## src/rtl/conv_pw_stream.sv

```systemverilog
// conv_pw_stream: streamed pointwise MAC over LANES-wide channel beats.
// Each pixel is requantised with a shift, optional ReLU and saturation.
module conv_pw_stream #(
   parameter int DW    = 8,
   parameter int LANES = 4,
   parameter int CHW   = 7,
   parameter int ACCW  = 2*DW+CHW
) (
   input  logic                  clk,
   input  logic                  rst_n,
   input  logic                  start,
   input  logic [CHW-1:0]        n_ch,
   input  logic [4:0]            shift,
   input  logic                  relu_en,
   input  logic                  in_valid,
   output logic                  in_ready,
   input  logic [LANES*DW-1:0]   pix,
   input  logic [LANES*DW-1:0]   wgt,
   output logic                  out_valid,
   input  logic                  out_ready,
   output logic signed [DW-1:0]  out_data,
   output logic signed [ACCW-1:0] acc_out,
   output logic                  busy
);
   typedef enum logic [1:0] {IDLE, ACC, OUT} state_t;
   localparam logic signed [ACCW-1:0] P_MAX = ACCW'(2**(DW-1)-1);
   localparam logic signed [ACCW-1:0] P_MIN = -P_MAX - 1;
   state_t r_state, w_next;
   logic [CHW-1:0] r_nch, r_cnt;
   logic [4:0] r_shift;
   logic r_relu, w_beat, w_last;
   logic signed [ACCW-1:0] r_acc, r_acc_out, w_sum, w_acc_nxt, w_shr, w_relu;
   logic signed [DW-1:0] r_out, w_sat;
   logic signed [2*DW-1:0] w_prod [LANES];
   logic [LANES-1:0] w_en;

   // Lanes beyond the configured channel count are masked out of the last beat
   for (genvar k = 0; k < LANES; k++) begin : g_lane
      assign w_prod[k] = $signed(pix[k*DW +: DW]) * $signed(wgt[k*DW +: DW]);
      assign w_en[k]   = int'(r_cnt) * LANES + k <= int'(r_nch);
   end

   always_comb begin
      w_sum = '0;
      for (int k = 0; k < LANES; k++)
         w_sum = w_en[k] ? w_sum + ACCW'(w_prod[k]) : w_sum;
   end

   assign w_beat    = in_valid && r_state == ACC;
   assign w_last    = int'(r_cnt) == int'(r_nch) / LANES;
   assign w_acc_nxt = r_acc + w_sum;
   assign w_shr     = w_acc_nxt >>> r_shift;
   assign w_relu    = (r_relu && w_shr < 0) ? '0 : w_shr;
   assign w_sat     = w_relu > P_MAX ? DW'(P_MAX) : w_relu < P_MIN ? DW'(P_MIN) : DW'(w_relu);

   always_ff @(posedge clk or negedge rst_n)
      if (!rst_n) r_state <= IDLE;
      else        r_state <= w_next;

   always_comb begin
      w_next    = r_state;
      in_ready  = 1'b0;
      out_valid = 1'b0;
      case (r_state)
         IDLE: w_next = start ? ACC : IDLE;
         ACC: begin
            in_ready = 1'b1;
            w_next   = (in_valid && w_last) ? OUT : ACC;
         end
         OUT: begin
            out_valid = 1'b1;
            w_next    = out_ready ? IDLE : OUT;
         end
         default: w_next = IDLE;
      endcase
   end

   assign busy = r_state != IDLE;

   always_ff @(posedge clk or negedge rst_n)
      if (!rst_n) begin
         r_nch     <= '0;
         r_cnt     <= '0;
         r_shift   <= '0;
         r_relu    <= 1'b0;
         r_acc     <= '0;
         r_acc_out <= '0;
         r_out     <= '0;
      end else if (r_state == IDLE && start) begin
         r_nch   <= n_ch;
         r_shift <= shift;
         r_relu  <= relu_en;
         r_acc   <= '0;
         r_cnt   <= '0;
      end else if (w_beat) begin
         r_acc <= w_acc_nxt;
         r_cnt <= r_cnt + 1'b1;
         if (w_last) begin
            r_acc_out <= w_acc_nxt;
            r_out     <= w_sat;
         end
      end

   assign out_data = r_out;
   assign acc_out  = r_acc_out;
endmodule
```

## config.mk

```make
export PLATFORM = sky130hd
export DESIGN_NAME = conv_pw_stream
export DESIGN_NICKNAME = d
export VERILOG_FILES = /design/src/rtl/conv_pw_stream.sv
export SDC_FILE = /design/constraint.sdc
export NUM_CORES = 1
export LEC_CHECK = 0
export BUFFER_PORTS_ARGS = -buffer_cell sky130_fd_sc_hd__buf_4
export CAP_MARGIN = 15
export CORE_ASPECT_RATIO = 1.25
export CORE_MARGIN = 5
export CORE_UTILIZATION = 60
export CTS_BUF_LIST = sky130_fd_sc_hd__clkbuf_16
export CTS_CLUSTER_SIZE = 8
export DETAILED_ROUTE_END_ITERATION = 7
export GPL_TIMING_DRIVEN = 0
export PLACE_DENSITY = 0.79
export SYNTH_ARGS = -nofsm -noshare
export SYNTH_HDL_FRONTEND = slang
export SYNTH_SLANG_ARGS = --single-unit
```

## constraint.sdc

```tcl
create_clock -name clk -period 19.2 [get_ports clk]
set_clock_uncertainty 0.05 [all_clocks]
set_input_delay 1.92 -clock clk [delete_from_list [all_inputs] [get_ports clk]]
set_output_delay 1.92 -clock clk [all_outputs]
set_load 0.01 [all_outputs]
```

==> results of run 1 <==
==> layout by cell type (no fill, tap or decap), drive strengths merged, types with 6 or more instances in the layout <==
cell and count:
nor4 6, a21o 33, or3 9, inv 434
a21oi 115, buf 227, o21ai 132, dfrtp 76
xnor2 58, o21bai 16, or2 11, and3 9
mux2 16, mux2i 13, clkbuf 55, nor3 18
o21a 15, xor2 32, ha 207, fa 336
and2 154, o31ai 11, a211oi 19, nand3 18
nor2 136, o211ai 27, a2111oi 6, nand4 13
a22o 8, nand2 233, nor2b 8, nand2b 46
==> routing by layer <==
metal  track usage [%]  part of all wire, %  up-vias
li1                  -                    -     8169
met1              37.0                   35     9309
met2              57.4                   50     1076
met3              5.06                  7.4      383
met4              18.2                  7.8        0
met5                 0                    0        -
==> timing repair <==
action | 4_1_cts | 5_1_grt
pin swaps | 132 | 75
resized for setup | 206 | 104
hold buffers | 0 | 0
setup endpoints to repair | 18 | 10
setup buffers | 73 | 28
gates cloned | 0 | 0
==> through the flow <==
step           hold WS [ns]  setup slack, ns  utilization (%)  cells  TNS [ns]
6_report              0.438           -0.786             72.3   3071     -5.59
5_1_grt               0.480            -1.33             72.3   3071    -10.87
4_1_cts               0.438          0.00742             70.2   3044         0
3_5_place_dp          0.423            -2.42             64.5   2958    -27.16
3_3_place_gp          0.424            -2.12             64.5   2958    -21.91
2_1_floorplan         0.406           0.0299                -   2378         0
==> state kept, by name (all words and copies together) (netlist names) <==
name      count
acc_out      23
r_acc        23
out_data      8
r_cnt         7
r_nch         7
r_shift       5
r_state       2
r_relu        1
==> area by class of cell <==
cell class | count | share of cell area, %
inverters | 433 | 6.56
multi-input cells | 1806 | 74.6
clock inverters | 6 | 0.171
flip-flops and latches | 76 | 7.66
repair buffers | 213 | 6.68
clock buffers | 9 | 0.907
plain buffers | 60 | 1.05
well taps | 468 | 2.36
==> worst min-delay path: cells and delay by family, from the launching register on <==
family,cells,cell delay (ns)
DFF,1,0.35
and+or+nand+nor,2,0.11
==> logic make-up after synthesis <==
kind of cell	count (synthesis)
adder cells (fa/ha/maj)	543
XOR/XNOR	90
buffers and inverters	496
flip-flops	76
AO/OA/AOI/OAI	469
AND/OR/NAND/NOR	673
multiplexers	31
==> final timing paths <==
path | from | endpoint | slack [ns] | cells past startpoint
min in group asynchronous | rst_n | acc_out[10] | 1.65 | 1
hold reg to reg | acc_out[0] | acc_out[0] | 0.44 | 2
setup reg to reg | r_cnt[4] | out_data[0] | 1.69 | 59
setup / recovery | wgt[7] | out_data[0] | -0.79 | 66
max in group asynchronous | rst_n | r_nch[6] | 16.79 | 1
hold / removal | acc_out[0] | acc_out[0] | 0.44 | 2
==> impl_metrics.tcl, run 1 <==
set metrics [dict create \
    cp-start-kind "input pin" \
    required_ns 19.44 \
    wl_um 64800 \
    vias_per_cell 6.17 \
    fmax_mhz 50.0 \
    antenna_found_initial 1 \
    overflow 0 \
    drt-wirelength-per-cell_um 21.1 \
    syn_area_um2 20700 \
    clkLatencyLatePin_ns 0.37 \
    period_share_pct 104 \
    grt_max_degree 77 \
    synth.distinct_cells 94 \
    die_w_um 176 \
    first_global_vias 20100 \
    synth-simple-area-share_pct 15.9 \
    synth_top_family_by_area "adder cells" \
    ys.flop_type "dfrtp_1" \
    n_antenna_cell 0 \
    rsz0062_at_grt "yes" \
    seq_area_frac_synth_pct 9.18 \
    synth-xor-area-share_pct 3.80 \
    synth_area_per_cell_um2 8.71 \
    max_stage_delay_ns 0.75 \
    async_flop_share_pct 100 \
    critPathSlowestCell "o21ai_0" \
    setup_viol 8 \
    syn2layout_area_growth_pct 19.8 \
    ys_warn_count 0 \
    status "finished, violations left" \
    synth_cells 2378 \
    fp.dieH_um 218 \
    slew_viol_final 0 \
    postRouteAntennaNets 0 \
    path_class "in2reg" \
    cts_tree "built" \
    vias 18900 \
    synth_edf_count 0 \
    grt_pass1_wl_um 99700 \
    synth.ff_latch_count 76 \
    cts.htree.levels 3 \
    relSlewSlack_pct 18.4 \
    final_cell_area_um2 24800 \
    multiInputGateArea_um2 18500 \
    synth_commonest_cells "inv_1, fa_1, nand2_1" \
    endpoint_kind "register" \
    die_area_um2 38400 \
    numCtsBuffers 9 \
    synth.area.top_cells "fa_1, ha_1, dfrtp_1" \
    synth_compound_area_share_pct 15.3 \
    critical-path-top-delay-family "adder cells" \
    synth_area_leader_cell "fa_1" \
    crit_top_cell "fa_1" \
    place_congestion 0.970 \
    synth_top_cell_area_share_pct 32.5 \
    yosysMostFrequentCell "inv_1" \
    dpl_cell_area_um2 22100 \
    cp.arrival_ns 20.22 \
    final_nets 3224 \
    io-pin-count 116 \
    synth_fp_nets 3003 \
    synth_fa_ha_area_share_pct 45.0 \
    hpwl_um 46100 \
    cp_num_buf_inv 12 \
    clk_path_buf_depth 2 \
    synthMuxAreaShare_pct 1.79 \
    portBuffers 112 \
    rows 76 \
    violations "setup timing" \
    tightest_slew_ns 1.22 \
    cap_violations 0 \
    fillCellCount 2380 \
    firstDrtPassIters 6 \
    cp_max_fo 6 \
    clk_pin_slew_ns 0.06 \
    drive_above_1_share_pct 19.4 \
    seq_area_um2 1900 \
    drc 0 \
    layout_setup_ws_ns -0.786 \
    hold_path_class "reg2reg" \
    hold_violations 0 \
    cts_root_buffer "clkbuf_16" \
    period_needed_ns 19.99 \
    cts.sinks 76 \
    drt_iter0_drc 1458 \
    start_util_pct 60.4 \
    core-area_um2 34300 \
    grt_util_all_layers_pct 32.3 \
]
Power of run 1 is left out: the tool's default activity adds up to more than one toggle a clock period on the data nets, which glitch-free logic cannot reach.
==> run 2: changes to the inputs <==
CORE_UTILIZATION = 35   (was 60)
PLACE_DENSITY = not set   (was 0.79)
==> impl_metrics.tcl, run 2 (synthesis results as in run 1) <==
set metrics [dict create \
    status "finished, violations left" \
    violations "setup timing" \
    holdBufCountCts 0 \
    overflow 0 \
    firstDrtPassIters 5 \
    layout_commonest_cell "inv_1" \
    max_stage_delay_ns 0.59 \
    wl_um 60400 \
    cp_max_fo 8 \
    grt_pass1_wl_um 99400 \
    cts_root_buffer "clkbuf_16" \
    clk_path_buf_depth 2 \
    cap_violations 0 \
    critPathSlowestCell "o311ai_1" \
    first_global_vias 18900 \
    hold_violations 0 \
    numCtsBuffers 9 \
    start_util_pct 35.4 \
    core-area_um2 58500 \
    n_antenna_cell 0 \
    clk_pin_slew_ns 0.06 \
    vias 17600 \
    place_congestion 0.927 \
    slew_viol_final 0 \
    seq_area_um2 1900 \
    grt_util_all_layers_pct 19.0 \
    drt_iter0_drc 791 \
    pre_cts_slack_ns -2.43 \
    rsz0062_at_grt "yes" \
    cp-start-kind "input pin" \
    die_area_um2 64200 \
    relSlewSlack_pct 21.8 \
    clkLatencyLatePin_ns 0.35 \
    hpwl_um 49200 \
    layout_setup_ws_ns -0.233 \
    drive_above_1_share_pct 20.9 \
    multiInputGateArea_um2 18500 \
    fmax_mhz 51.5 \
    period_needed_ns 19.43 \
    cts.sinks 76 \
    portBuffers 112 \
    io-pin-count 116 \
    syn2layout_area_growth_pct 22.7 \
    die_w_um 228 \
    antenna_found_initial 0 \
    postRouteAntennaNets 0 \
    fillCellCount 5697 \
    cp.arrival_ns 19.60 \
    vias_per_cell 5.19 \
    path_class "in2reg" \
    drc 0 \
    drt-wirelength-per-cell_um 17.8 \
    hold_path_class "reg2reg" \
    crit_top_cell "fa_1" \
    setup_viol 7 \
    rows 99 \
    cts.htree.levels 3 \
    required_ns 19.37 \
    fin_hold_ws_ns 0.435 \
    endpoint_kind "register" \
    final_nets 3254 \
    fp.dieH_um 282 \
    layout_common_cells "inv_1, fa_1, buf_4" \
    tightest_slew_ns 1.17 \
    cts_tree "built" \
    period_share_pct 101 \
    grt_max_degree 77 \
]
[run 2: cell types whose count changed in the layout (fill, tap and decap cells not counted), sizes merged]
cell      delta
buf         +30
bufinv       +2
clkinv       -1
inv          -1
clkinvlp     +1
[run 2: worst paths after layout]
path	startpoint	endpoint	slack (ns)	cells past startpoint
worst min register to register	r_acc[10]	r_acc[10]	0.43	2
min in group asynchronous	rst_n	acc_out[10]	1.69	1
worst max-delay path	wgt[3]	out_data[3]	-0.23	71
max in group asynchronous	rst_n	r_acc[17]	16.74	1
worst min-delay path	r_acc[10]	r_acc[10]	0.43	2
worst max register to register	r_cnt[3]	out_data[3]	2.02	65
[run 2: per-stage QoR]
stage | area (µm²) | util [%] | std cells | setup TNS [ns]
after detailed placement | 22500 | 38.5 | 3248 | -27.26
final | 25400 | 43.5 | 3391 | -1.47
after floorplan | 20700 | - | 2378 | 0
after global placement | 22500 | 38.5 | 3247 | -26.39
after global routing | 25400 | 43.5 | 3391 | -6.45
after CTS | 24800 | 42.5 | 3365 | 0
[run 2: final cells by class]
class / count / share of cell area [%]
Clock buffer: 9 / 0.886
Sequential cell: 76 / 7.48
Clock inverter: 7 / 0.359
Buffer: 61 / 1.06
Inverter: 433 / 6.39
Timing Repair Buffer: 242 / 7.32
Multi-Input combinational cell: 1806 / 72.8
Tap cell: 757 / 3.73
[run 2: timing repair]
item                                    in CTS  in global routing
resized for setup                          242                 82
endpoints found under the setup margin      18                 10
cloned                                       0                  0
setup buffers                              103                 27
pin swaps                                  168                 72
[run 2: critical path: cells and delay by family]
kind,cells,cell delay (ns)
fa+ha+maj,24,10.17
compound gates,21,4.29
simple gates,12,2.10
buf+inv,10,0.66
xor+xnor,4,0.44
[run 2: layer usage]
layer,GRT usage (%),vias to the layer above,part of all wire [%]
met4,6.67,0,3.6
met2,34.8,393,53
met3,1.60,115,3.0
li1,-,8232,-
met5,0,-,0
met1,23.2,8855,40
Power of run 2 is left out for the same reason.
